**src/rtl/ram_arb2_pkg.sv**
```systemverilog
// Shared types and constants for the two-client RAM scheduler.
package ram_arb2_pkg;

  localparam int unsigned DATA_W = 8;
  localparam int unsigned ADDR_W = 4;

  typedef enum logic [1:0] {
    IDLE  = 2'b00,
    GRANT = 2'b01,
    WAIT  = 2'b10
  } state_t;

  localparam logic C0 = 1'b0;
  localparam logic C1 = 1'b1;

endpackage

```
**src/rtl/ram_arb2_rr_pick2.sv**
```systemverilog
// Two-way round-robin picker: on a tie the client that was not served last wins.
module rr_pick2
  import ram_arb2_pkg::*;
(
  input  logic req0,
  input  logic req1,
  input  logic last,
  output logic valid,
  output logic winner
);

  // Pick a winner among the active requesters
  always_comb begin
    valid  = req0 | req1;
    winner = C0;
    if (req0 && req1) begin
      winner = ~last;
    end else if (req1) begin
      winner = C1;
    end
  end

endmodule

```
**src/rtl/ram_arb2.sv**
```systemverilog
// Serialises two clients onto a dual-port register-file RAM, one access per
// three cycles (IDLE -> GRANT -> WAIT), and returns read data to its issuer.
module ram_arb2
  import ram_arb2_pkg::*;
#(
  parameter int unsigned wi  = DATA_W,
  parameter int unsigned add = ADDR_W
) (
  input  logic           clk,
  input  logic           rst,
  input  logic           req0,
  input  logic           req1,
  input  logic           we0,
  input  logic           we1,
  input  logic [add-1:0] addr0,
  input  logic [add-1:0] addr1,
  input  logic [wi-1:0]  wdata0,
  input  logic [wi-1:0]  wdata1,
  output logic           gnt0,
  output logic           gnt1,
  output logic           rvalid0,
  output logic           rvalid1,
  output logic [wi-1:0]  rdata0,
  output logic [wi-1:0]  rdata1,
  output logic           ram_wr,
  output logic           ram_rd,
  output logic [add-1:0] ram_wa,
  output logic [add-1:0] ram_ra,
  output logic [wi-1:0]  ram_din,
  input  logic [wi-1:0]  ram_dout
);

  state_t         state, state_nx;
  logic           last, last_nx;
  logic           owner, owner_nx;
  logic           op_rd, op_rd_nx;
  logic           gnt0_nx, gnt1_nx;
  logic           ram_wr_nx, ram_rd_nx;
  logic [add-1:0] addr_nx;
  logic [wi-1:0]  din_nx;

  logic           pick_valid, pick_winner;
  logic           sel_we;
  logic [add-1:0] sel_addr;
  logic [wi-1:0]  sel_wdata;

  rr_pick2 u_pick (
    .req0   (req0),
    .req1   (req1),
    .last   (last),
    .valid  (pick_valid),
    .winner (pick_winner)
  );

  // Route the winning client's command fields
  always_comb begin
    sel_we    = we0;
    sel_addr  = addr0;
    sel_wdata = wdata0;
    if (pick_winner == C1) begin
      sel_we    = we1;
      sel_addr  = addr1;
      sel_wdata = wdata1;
    end
  end

  // Next state and next values of the registered RAM-side outputs
  always_comb begin
    state_nx  = state;
    last_nx   = last;
    owner_nx  = owner;
    op_rd_nx  = op_rd;
    gnt0_nx   = 1'b0;
    gnt1_nx   = 1'b0;
    ram_wr_nx = 1'b0;
    ram_rd_nx = 1'b0;
    addr_nx   = ram_wa;
    din_nx    = ram_din;
    unique case (state)
      IDLE: begin
        if (pick_valid) begin
          state_nx  = GRANT;
          last_nx   = pick_winner;
          owner_nx  = pick_winner;
          op_rd_nx  = ~sel_we;
          gnt0_nx   = (pick_winner == C0);
          gnt1_nx   = (pick_winner == C1);
          ram_wr_nx = sel_we;
          ram_rd_nx = ~sel_we;
          addr_nx   = sel_addr;
          din_nx    = sel_wdata;
        end
      end
      GRANT:   state_nx = WAIT;
      WAIT:    state_nx = IDLE;
      default: state_nx = IDLE;
    endcase
  end

  // State, latches and registered outputs
  always_ff @(posedge clk or posedge rst) begin
    if (rst) begin
      state   <= IDLE;
      last    <= C1;
      owner   <= C0;
      op_rd   <= 1'b0;
      gnt0    <= 1'b0;
      gnt1    <= 1'b0;
      ram_wr  <= 1'b0;
      ram_rd  <= 1'b0;
      ram_wa  <= '0;
      ram_ra  <= '0;
      ram_din <= '0;
    end else begin
      state   <= state_nx;
      last    <= last_nx;
      owner   <= owner_nx;
      op_rd   <= op_rd_nx;
      gnt0    <= gnt0_nx;
      gnt1    <= gnt1_nx;
      ram_wr  <= ram_wr_nx;
      ram_rd  <= ram_rd_nx;
      ram_wa  <= addr_nx;
      ram_ra  <= addr_nx;
      ram_din <= din_nx;
    end
  end

  // Read data is qualified only in WAIT of a read, for the owning client
  assign rvalid0 = (state == WAIT) && op_rd && (owner == C0);
  assign rvalid1 = (state == WAIT) && op_rd && (owner == C1);
  assign rdata0  = ram_dout;
  assign rdata1  = ram_dout;

endmodule

```
**config.mk**
```make
export PLATFORM = sky130hd
export DESIGN_NAME = ram_arb2
export DESIGN_NICKNAME = d
export VERILOG_FILES = /design/src/rtl/ram_arb2_pkg.sv /design/src/rtl/ram_arb2_rr_pick2.sv /design/src/rtl/ram_arb2.sv
export SDC_FILE = /design/constraint.sdc
export NUM_CORES = 1
export LEC_CHECK = 0
export BUFFER_PORTS_ARGS = -buffer_cell sky130_fd_sc_hd__buf_4
export CORE_MARGIN = 3
export CORE_UTILIZATION = 38
export CTS_BUF_LIST = sky130_fd_sc_hd__clkbuf_2 sky130_fd_sc_hd__clkbuf_4 sky130_fd_sc_hd__clkbuf_8
export CTS_CLUSTER_DIAMETER = 50
export DETAILED_ROUTE_END_ITERATION = 10
export HOLD_SLACK_MARGIN = 0.02
export PLACE_DENSITY_LB_ADDON = 0.25
export SLEW_MARGIN = 20
export SYNTH_ARGS = -nofsm -noshare
export SYNTH_HDL_FRONTEND = slang
export SYNTH_SLANG_ARGS = --single-unit
```
**constraint.sdc**
```tcl
create_clock -name clk -period 1.4 [get_ports clk]
set_clock_uncertainty 0.2 [all_clocks]
set_input_delay 0.07 -clock clk [delete_from_list [all_inputs] [get_ports clk]]
set_output_delay 0.07 -clock clk [all_outputs]
set_load 0.005 [all_outputs]
```
-- After elaboration in Yosys (flattened, before gate mapping)
Cells that the tools add are included.
- eq/ne operators: 3
- muxes and demuxes: 15
- bitwise logic cells: 5
- reductions and logical operators: 6
- operators by type and width (kind ; number):
    1-bit 2-to-1 mux ; 11
    8-bit 2-to-1 mux ; 1
    1-bit logical AND ; 4
    4-bit 2-to-1 mux ; 1
    1-bit inverter ; 4
    2-bit one-hot mux with 2 select lines ; 1
    2-bit by 1-bit == test with 1-bit output, second input constant ; 1
    2-bit == test, second input constant ; 1
    2-bit zero test ; 1
    2-bit 2-to-1 mux ; 1
    2-bit != test, second input constant ; 1
    2-bit AND reduction ; 1
    1-bit OR ; 1
- flip-flop bits (word level): 21
- output and inout port bits: 38
- word-level logic and storage cells: 39

-- Longest topological paths before layout
- word-level depth: 6
- depth in mapped cells: 4
- depth with buffers taken out: 3

-- Modules after synthesis
From an unflattened synthesis, not the netlist that was laid out.
- cells, all modules: 87
- area, all modules: 1143.6 um^2
- modules (own cells, without submodules) (module ; times used ; cells each ; area an instance (um^2) ; seq. area each (um^2)):
    ram_arb2 ; 1 ; 85 ; 1129.8 ; 526.8
    rr_pick2 ; 1 ; 2 ; 13.8 ; 0.0

-- Least setup slack after synthesis
OpenSTA, ideal clock, no wires.
- path kind: flip-flop to flip-flop
- from: reg last
- to: reg ram_din[3]
- library setup time: 0.126 ns
- arrival: 1.159 ns
- slack: -0.085 ns
- stages on the path, launching flop included: 5
- period minus slack after synthesis: 1.485 ns
- cell sequence: dfstp_2 -> a21boi_4 -> buf_6 -> and3_2 -> a221o_1
- longest elaborated chain between the ends: 3
- ends and longest elaborated chain (element ; line ; text):
    from (decl) ; ram_arb2.sv:34 ; logic last, last_nx;
    from (signal assigned) ; ram_arb2.sv:116 ; last <= last_nx;
    1-bit inverter ; ram_arb2_rr_pick2.sv:17 ; winner = ~last;
    1-bit 2-to-1 mux ; ram_arb2_rr_pick2.sv:16 ; if (req0 && req1) begin
    8-bit 2-to-1 mux ; ram_arb2.sv:60 ; if (pick_winner == C1) begin
    to (signal assigned) ; ram_arb2.sv:125 ; ram_din <= din_nx;
    to (decl) ; ram_arb2.sv:29 ; output logic [wi-1:0] ram_din,
No other way between the ends.
A chain may end at the register's enable or synchronous reset.

-- Worst setup path after layout
- from: reg last
- to: reg op_rd
- longest elaborated chain between the ends: 4
- ends and longest elaborated chain (element ; line ; text):
    1-bit inverter ; ram_arb2_rr_pick2.sv:17 ;
    1-bit 2-to-1 mux ; ram_arb2_rr_pick2.sv:16 ;
    1-bit 2-to-1 mux ; ram_arb2.sv:60 ;
    1-bit inverter ; ram_arb2.sv:85 ; op_rd_nx = ~sel_we;
    to (signal assigned) ; ram_arb2.sv:118 ; op_rd <= op_rd_nx;
    to (decl) ; ram_arb2.sv:36 ; logic op_rd, op_rd_nx;
No other way between the ends.

==> results.tsv <==
stage	metric	value	unit
cells_and_area	multi-input combinational cell area	443	um2
cells_and_area	final cell count without fillers	196	
grt	first-pass GRT wire length	4.59	mm
cells_and_area	sequential cell area	527	um2
placement	Post-DP HPWL	1.94	mm
grt	initial antenna violation count	0	
routing	DR WL/cell	15.1	um
sta	Final Cycle Share	109	%
synthesis	Synth cell types	23	
clocking	CTS hold repair buffers	35	
critical_path	worst-path fanout max	7	
routing	Avg Vias per Cell	4.89	
sta	slew of the pin with the lowest slew margin	0.408	ns
synthesis	Syn Nets	125	
clocking	Skew-Pair Late Insertion Delay	0.30	ns
clocking	Num CTS Buffers	3	
routing	Vias	959	
sta	RSZ-0062 raised after global routing	true	
cells_and_area	filler instances	195	
synthesis	Synth Area in XOR/XNOR	0	%
critical_path	crit-path max cell delay	0.58	ns
critical_path	worst flop-to-flop path startpoint	last	
sta	final slew viol count	0	
placement	Port Buf Inserts	51	
floorplanning	Die ar.	3460	um2
routing	drt pass-1 iters	4	
synthesis	top cell type's share of synthesized area	47.2	%
sta	worst setup margin	-0.123	ns
grt	global route overflow	0	
clocking	H-tree Lvls	1	
routing	DRT antenna net count	0	
sta	Final Hold Vio Count	0	
routing	Routed WL	2.97	mm
critical_path	worst setup path class	reg -> reg	
power	worst vdd ir	0.00109	V
synthesis	cells after synthesis	87	
min_path	HP Class	in -> reg	
routing	Initial DRC Count	21	
cells_and_area	area grow syn2layout	77.5	%
sta	Slew HR	72.8	%
synthesis	Adder-Cell Fraction of Synth Area	0	%
clocking	clk sinks	21	
critical_path	Critical Path Start Type	flop	
floorplanning	Die Ht	58.8	um
grt	largest net degree at the start of global routing	17	
clocking	CTS tree	done	
sta	Fmax	657	MHz
cells_and_area	fraction of layout instances using a drive strength above 1	56.0	%
synthesis	Synth area leaders	dfrtp_1 (47%), buf_4 (14%), a221o_1 (9.4%)	
floorplanning	# rows	18	
critical_path	WP data required	1.40	ns
sta	Setup-failing EPs final	17	
synthesis	largest area contributor in the netlist	dfrtp_1	
routing	Post-route DRC	0	
synthesis	Netlist Area Pre-Place	1060	um2
grt	GRT Overall Usage	17.7	%
synthesis	sequential-to-total area share from yosys stat	49.6	%
floorplanning	Die Wd	58.8	um
synthesis	post-synthesis mux area share	6.25	%
power	Pwr Total	3.09	mW
critical_path	CP max stage cell	dfstp_2	
synthesis	Post-Syn Area per Cell	12.2	um2
clocking	Clk pin slew, worst setup/hold paths	0.12	ns
power	PwrDens	1640	nW/um2
job	max-cap violations	0	
synthesis	Compound-Gate Fraction of Synth Area	13.4	%
status	failing checks	negative setup slack	
power	Leak	0.924	nW
status	outcome	complete, but fails checks	
grt	number of global-route vias before repair	987	
placement	post-placement cell count	155	
sta	Tmin final	1.52	ns
clocking	Max Root-Sink Buffers	2	
synthesis	Post-Synth Simple-Gate Area	12.9	%
floorplanning	IO Count	76	
floorplanning	Initial Util	41.3	%
critical_path	Critical Path Source	last	
critical_path	Worst EP arrival	1.52	ns
synthesis	Synth warnings	0	
synthesis	largest family of logic cells by synthesized area	buffers and inverters	
synthesis	Seq cells post-synth	21	
placement	gpl congestion	0.677	
clocking	clk root buf	clkbuf_4	
min_path	worst hold stages	3	
placement	Post-Place Worst Slack	-0.131	ns
floorplanning	Core Area	2570	um2
critical_path	CP cell instances	a21boi_4 -> buf_6 -> mux2i_2 -> mux2_2	
critical_path	CP endpoint kind	flop	
cells_and_area	Final nets	205	
critical_path	R2R depth	4	
min_path	Hold Crit Start	req1	
cells_and_area	Antenna Cells	0	
[critical path: cells and delay by family (launching register included)]
kind                   cells  cell delay [ns]
buffers and inverters      1             0.14
flip-flops                 1             0.58
AO/OA/AOI/OAI              1             0.09
multiplexers               2             0.41
[routing by layer]
| metal | wire length, um | global-route usage (%) | vias to the layer above |
|---|---|---|---|
| met4 | 9 | 3.88 | 0 |
| met3 | 226 | 3.95 | 2 |
| met2 | 1550 | 33.8 | 51 |
| li1 | - | - | 450 |
| met5 | 0 | 0 | - |
| met1 | 1190 | 19.6 | 456 |
[cell usage after synthesis, drive strengths merged]
cell     n
nor3b    1
o21ai    1
nor2b    2
mux2     5
mux2i    1
nor2     2
clkbuf   1
nor3     1
inv      2
and3    11
dfstp    1
nand2    1
nand2b   1
a21o     2
dfrtp   20
a21boi   1
a221o   10
and2     1
buf     23
[timing repair]
action,in CTS,in global routing
buffers inserted,1,0
pin swaps,3,2
cloned,0,1
hold endpoints to repair,51,2
setup endpoints to repair,19,19
gates resized for setup,12,4
[power by group]
part | leakage [nW] | total, mW | switching [mW] | internal, mW
Sequential | 0.259 | 1.11 | 0.210 | 0.897
Clock | 0.0184 | 0.314 | 0.184 | 0.130
Combinational | 0.646 | 1.67 | 0.621 | 1.05
[final cells by class]
class / count / share of cell area [%]
Clock buffer: 4 / 1.59
Inverter: 2 / 0.399
Multi-Input combinational cell: 41 / 23.5
Sequential cell: 21 / 28.0
Tap cell: 30 / 1.99
Timing Repair Buffer: 98 / 44.5
[registers in the layout, indices dropped and copies added (netlist names)]
name	cells
last	1
owner	1
state	2
ram_rd	1
ram_din	8
gnt0	1
gnt1	1
ram_wr	1
ram_ra	4
op_rd	1
[final timing paths]
path,slack (ns),to
max in group asynchronous,0.39,ram_ra[0]
worst min register to register,0.34,ram_din[0]
min in group asynchronous,0.11,ram_rd
worst max register to register,-0.12,op_rd
worst max-delay path,-0.12,op_rd
worst min-delay path,0.008,last
[cells in the final DEF, fill, tap and decap left out, drive strengths merged]
master / instances
a21boi: 1
a21o: 2
a221o: 10
and2: 1
and3: 11
buf: 63
clkbuf: 4
dfrtp: 20
dfstp: 1
dlygate4sd3: 35
inv: 2
mux2: 5
mux2i: 1
nand2: 1
nand2b: 1
nor2: 2
nor2b: 2
nor3: 1
nor3b: 1
o21ai: 2
[cell families after synthesis]
kind of cell / count (synthesis)
AOI/OAI and AO/OA: 14
buffers and inverters: 26
DFF: 21
muxes: 6
and+or+nand+nor: 20
[through the flow]
stage               area [um2]  setup TNS, ns  util (%)  hold WS [ns]
floorplan                 1100         -0.567         -        -0.154
global placement          1420          -1.39      55.1        -0.114
detailed placement        1420          -1.67      55.1        -0.112
CTS                       1850          -1.46      72.2        0.0259
global route              1880          -2.26      73.3        0.0163
finish                    1880          -1.42      73.3       0.00849
No activity file was read; power rests on OpenSTA's default activity.
